===== src/rtl/reg_dump_reader_pkg.sv =====
// Shared definitions for the register dump reader.
//   - Scan FSM state enumeration.
//   - Field widths for register index, byte lane, byte and assembled word.
//   - Width of the settle counter (enough for SETTLE_CYCLES up to 15).
package reg_dump_reader_pkg;

  localparam int unsigned REG_IDX_W    = 5;
  localparam int unsigned LANE_W       = 2;
  localparam int unsigned WORD_W       = 32;
  localparam int unsigned BYTE_W       = 8;
  localparam int unsigned SETTLE_CNT_W = 4;

  typedef enum logic [2:0] {
    IDLE,
    SETTLE,
    SAMPLE,
    EMIT,
    FINISH
  } state_t;

endpackage


===== src/rtl/reg_dump_reader_byte_assembler.sv =====
// byte_assembler: 32-bit word register built from four byte lanes.
// Ports:
//   CLK, reset  - clock, synchronous active-high reset (clears word)
//   clear       - synchronous clear of the whole word
//   wr_en       - write byte_in into the lane selected by lane
//   lane        - byte lane select (0 = bits 7:0 ... 3 = bits 31:24)
//   byte_in     - byte to insert
//   word        - assembled word
module byte_assembler
  import reg_dump_reader_pkg::*;
(
  input  logic              CLK,
  input  logic              reset,
  input  logic              clear,
  input  logic              wr_en,
  input  logic [LANE_W-1:0] lane,
  input  logic [BYTE_W-1:0] byte_in,
  output logic [WORD_W-1:0] word
);

  always_ff @(posedge CLK) begin
    if (reset || clear) begin
      word <= '0;
    end else if (wr_en) begin
      word[BYTE_W*lane +: BYTE_W] <= byte_in;
    end
  end

endmodule


===== src/rtl/reg_dump_reader.sv =====
// reg_dump_reader: walks a range of processor registers through the byte-wide
// debug port, assembling each register into a 32-bit word and handing it out
// over a valid/ready interface.
// Ports:
//   CLK, reset          - clock, synchronous active-high reset
//   start               - begin a scan (only honoured when idle)
//   first_reg, last_reg - inclusive register range, captured on start;
//                         the range wraps 31 -> 0
//   user_addr, reg_bits - register / byte-lane select to the processor
//   register_out_user   - byte returned by the processor
//   dump_valid/ready    - word handshake; dump_data/dump_reg hold the word
//   busy                - scan in progress (through the done cycle)
//   done                - one-cycle pulse after the last word is accepted
module reg_dump_reader
  import reg_dump_reader_pkg::*;
#(
  parameter int unsigned SETTLE_CYCLES = 1
) (
  input  logic                 CLK,
  input  logic                 reset,
  input  logic                 start,
  input  logic [REG_IDX_W-1:0] first_reg,
  input  logic [REG_IDX_W-1:0] last_reg,
  output logic [REG_IDX_W-1:0] user_addr,
  output logic [LANE_W-1:0]    reg_bits,
  input  logic [BYTE_W-1:0]    register_out_user,
  output logic                 dump_valid,
  input  logic                 dump_ready,
  output logic [WORD_W-1:0]    dump_data,
  output logic [REG_IDX_W-1:0] dump_reg,
  output logic                 busy,
  output logic                 done
);

  localparam logic [SETTLE_CNT_W-1:0] SETTLE_LAST = SETTLE_CNT_W'(SETTLE_CYCLES - 1);
  localparam logic [LANE_W-1:0]       LAST_LANE   = '1;

  state_t                  state;
  state_t                  state_nxt;
  logic [REG_IDX_W-1:0]    last_q;
  logic [SETTLE_CNT_W-1:0] settle_cnt;
  logic                    settle_done;
  logic                    accept;
  logic                    last_word;
  logic                    asm_clear;
  logic                    asm_wr;

  assign settle_done = (settle_cnt == SETTLE_LAST);
  assign accept      = (state == EMIT) && dump_ready;
  assign last_word   = (user_addr == last_q);
  assign asm_clear   = (state == IDLE) && start;
  assign asm_wr      = (state == SAMPLE);

  assign dump_valid  = (state == EMIT);
  assign busy        = (state != IDLE);
  assign done        = (state == FINISH);

  always_ff @(posedge CLK) begin
    if (reset) begin
      state <= IDLE;
    end else begin
      state <= state_nxt;
    end
  end

  always_comb begin
    state_nxt = state;
    unique case (state)
      IDLE:    if (start) state_nxt = SETTLE;
      SETTLE:  if (settle_done) state_nxt = SAMPLE;
      SAMPLE:  state_nxt = (reg_bits == LAST_LANE) ? EMIT : SETTLE;
      EMIT:    if (accept) state_nxt = last_word ? FINISH : SETTLE;
      FINISH:  state_nxt = IDLE;
      default: state_nxt = IDLE;
    endcase
  end

  // Select lines and dump_reg only move on the transitions that leave a
  // state, so they are frozen for the whole of SETTLE and EMIT.
  always_ff @(posedge CLK) begin
    if (reset) begin
      user_addr  <= '0;
      reg_bits   <= '0;
      last_q     <= '0;
      settle_cnt <= '0;
      dump_reg   <= '0;
    end else begin
      unique case (state)
        IDLE: begin
          if (start) begin
            user_addr  <= first_reg;
            last_q     <= last_reg;
            reg_bits   <= '0;
            settle_cnt <= '0;
          end
        end
        SETTLE: begin
          settle_cnt <= settle_done ? '0 : settle_cnt + 1'b1;
        end
        SAMPLE: begin
          if (reg_bits == LAST_LANE) begin
            dump_reg <= user_addr;
          end else begin
            reg_bits <= reg_bits + 1'b1;
          end
        end
        EMIT: begin
          if (accept && !last_word) begin
            user_addr <= user_addr + 1'b1;
            reg_bits  <= '0;
          end
        end
        default: ;
      endcase
    end
  end

  byte_assembler u_asm (
    .CLK     (CLK),
    .reset   (reset),
    .clear   (asm_clear),
    .wr_en   (asm_wr),
    .lane    (reg_bits),
    .byte_in (register_out_user),
    .word    (dump_data)
  );

endmodule


===== config.mk =====
export PLATFORM = sky130hd
export DESIGN_NAME = reg_dump_reader
export DESIGN_NICKNAME = d
export VERILOG_FILES = /design/src/rtl/reg_dump_reader_pkg.sv /design/src/rtl/reg_dump_reader_byte_assembler.sv /design/src/rtl/reg_dump_reader.sv
export SDC_FILE = /design/constraint.sdc
export NUM_CORES = 1
export LEC_CHECK = 0
export ABC_AREA = 0
export ABC_CLOCK_PERIOD_IN_PS = 2150
export CORE_MARGIN = 2
export CORE_UTILIZATION = 48
export CTS_CLUSTER_SIZE = 14
export DETAILED_ROUTE_END_ITERATION = 7
export PLACE_DENSITY = 0.8
export SETUP_SLACK_MARGIN = 0.1
export SYNTH_ARGS = -nofsm -noshare
export SYNTH_HDL_FRONTEND = slang
export SYNTH_HIERARCHICAL = 1
export SYNTH_SLANG_ARGS = --single-unit
export TNS_END_PERCENT = 1

===== constraint.sdc =====
create_clock -name CLK -period 2.15 [get_ports CLK]
set_input_delay 0.43 -clock CLK [delete_from_list [all_inputs] [get_ports CLK]]
set_output_delay 0.43 -clock CLK [all_outputs]
set_load 0.02 [all_outputs]

==> reports/results.ini <==
[outcome]
status = finished, final reports clean

[power_and_ir_drop]
peakVddDrop_mv = 0.3697
powerDensity_mw_per_mm2 = 651.7
p_leak_nw = 1.264
finalPower_w = 0.002215

[critical_path]
crit_end = busy
rrSetupSlack_ns = 0.30
worstPathRequired_ns = 1.72
criticalPathCategory = register to output pin
cp_num_buf_inv = 1
r2r-end = u_asm/word[18]
r2r_cells = 5
startpoint = state[2]
worst-path-max-fanout = 9
cp.arrival_ns = 1.50
cp_top_family = buffers and inverters
path_cells = nor2_4 > nand2_1 > clkdlybuf4s50_1
cp_num_cells = 3
start_kind = register
critPathSlowestCell = clkdlybuf4s50_1
cp-end-kind = output pin
cp_slowest_stage_delay_ns = 0.59
reg2reg_from = reg_bits[1]

[floorplan]
row_count = 26
die_w_um = 77.58
dieArea_mm2 = 0.006019
io_pins = 69
core-area_mm2 = 0.005172
initial_core_util_pct = 50.24
die_y_um = 77.58

[detailed_routing]
first_pass_iters = 4
post_drt_via_cell_ratio = 5.409
ant_nets = 0
wirelength_um = 6063
drcViolationCount = 0
wire_per_inst_um = 14.33
dr.first_iter.drc_count = 201
vias = 2288

[finish]
largest_register_ffs = 32
fillers = 428
fin_util_pct = 65.70
layout-drive-gt1-share_pct = 7.365
fin_nets = 383
multi_input_area_mm2 = 0.001323
num_antenna_cells = 0
seqCellArea_mm2 = 0.001127
final_common_cell = clkdlybuf4s50_1
largest-register = u_asm/word
area_delta_synth_final_pct = 30.77
final_cell_mix = clkdlybuf4s50_1 (66), dfxtp_1 (53), nor2_1 (36)

[sta]
rsz0062_at_grt = no
setup_viol = 0
fmax_mhz = 519.1
relSlewSlack_pct = 57.64
finClkSkew_ns = 0.008359
fin_crit_sh_pct = 89.60
worst_hold_slack_ns = 0.4547
worst_pin_slew_ns = 0.6354
hold_viol = 0
slew_violations = 0
fin_tns_setup_ns = 0
final.min_clock_period_ns = 1.926

[yosys]
synth-main-ff-cell = dfxtp_1
synth-seq-area-share_pct = 43.14
async_flop_share_pct = 0
syn_nets = 323
synthesis.area_mm2 = 0.002599
syn_area_per_cell_um2 = 8.900
ys_warn_count = 6
synth_edf_count = 0
synth_cells = 292
ys_ff_latch = 56
synth_cell_types = 41

[clock_tree]
cts_tree = yes
cts_made_buffers = 5
clockBufferDepth = 2
clk_pin_slew_ns = 0.09
clkSinkCount = 56
cts.htree.levels = 2
cts_hold_buffers = 0
ctsRootBufferMaster = clkbuf_8
clock_latency_ns = 0.31

[min_path]
hold_path_class = register to register

[place]
io_buffers = 68
place.gp.congestion = 0.7849
hpwl_um = 4316

[grt]
grt_pass1_vias = 2072
overflow = 0
antenna_found_initial = 0
track_usage_pct = 20.31
grt_pass1_wl_um = 9977
grt_max_degree = 33

[job]
drv_cap = 0

-- where the power goes --
part / internal (W) / leakage, nW / switching, W
clock: 0.000264 / 0.0516 / 0.000328
sequential: 0.00108 / 0.455 / 0.0000546
combinational: 0.000214 / 0.758 / 0.000274
total: 0.00156 / 1.26 / 0.000657
-- worst min-delay path by stage --
stage | endpoint | slack [ns] | cells past startpoint | start
floorplan | settle_cnt[3] | 0.47 | 2 | settle_cnt[3]
global placement | u_asm/word[30] | 0.44 | 2 | u_asm/word[30]
detailed placement | u_asm/word[2] | 0.45 | 2 | u_asm/word[2]
CTS | u_asm/word[2] | 0.46 | 2 | u_asm/word[2]
global route | u_asm/word[25] | 0.48 | 2 | u_asm/word[25]
finish | u_asm/word[25] | 0.45 | 2 | u_asm/word[25]
-- repair_timing --
action                     4_1_cts  5_1_grt
setup endpoints to repair        3        3
resized for setup                2        4
hold endpoints to repair         0        0
buffers inserted                 0        0
-- synthesized netlist by cell type, types with 2 or more instances --
master,count,area share [%]
nor2_1,36,5.2
mux2i_1,12,4.6
buf_2,10,1.9
buf_1,2,0.29
inv_1,9,1.3
nand4_1,16,3.9
clkbuf_1,5,0.72
nor3_1,5,0.96
ha_1,9,4.3
or2_0,3,0.72
o21ai_0,8,1.5
nand3b_1,2,0.58
xor2_1,5,1.7
nand3_1,4,0.77
nor3b_1,3,0.87
nand2b_1,4,0.96
a21oi_1,31,6.0
nand2_1,24,3.5
a31oi_1,2,0.48
a32oi_1,17,5.7
and3_1,2,0.48
nor3b_4,2,1.4
buf_6,4,1.7
nor2b_1,5,1.2
dfxtp_1,56,43
-- area by class of cell --
class | instances | share of cell area (%)
tap | 70 | 2.577
timing repair buffer | 74 | 21.50
multi-input combinational | 206 | 38.92
sequential | 56 | 33.17
inverter | 9 | 0.9941
clock buffer | 6 | 2.430
clock inverter | 2 | 0.4050
-- metal layers --
metal	global-route usage [%]	vias up	part of all wire (%)
met5	0	-	0
met4	6.786	0	1.3
met3	3.837	6	4.8
met2	30.95	61	46
met1	28.82	1063	48
li1	-	1158	-
-- through the flow --
step           instances  instance area, µm²  setup slack, ns
6_report             423                3398           0.2235
5_1_grt              423                3398           0.1309
4_1_cts              423                3390          0.01875
3_5_place_dp         415                3291          0.03026
3_3_place_gp         415                3291          0.07086
2_1_floorplan        292                2599           0.3067
-- kinds of logic (layout without fill, tap and decap cells) --
group | count (synthesis) | count (layout) | synth area share (%)
xor gates and xnor gates | 5 | 5 | 1.685
and+or+nand+nor | 115 | 115 | 23.59
buffers and inverters | 30 | 91 | 5.970
muxes | 13 | 13 | 5.056
adders and majority gates | 9 | 9 | 4.333
DFF | 56 | 56 | 43.14
AOI/OAI and AO/OA | 64 | 64 | 16.23
-- worst register-to-register path, delay by kind of cell (launching register included) --
| family | cells | cell delay (ns) |
|---|---|---|
| buffers and inverters | 1 | 0.12 |
| adders and majority gates | 1 | 0.37 |
| and+or+nand+nor | 2 | 0.67 |
| AOI/OAI and AO/OA | 1 | 0.18 |
| DFF | 1 | 0.46 |
Power figures use the tool's default switching activity.
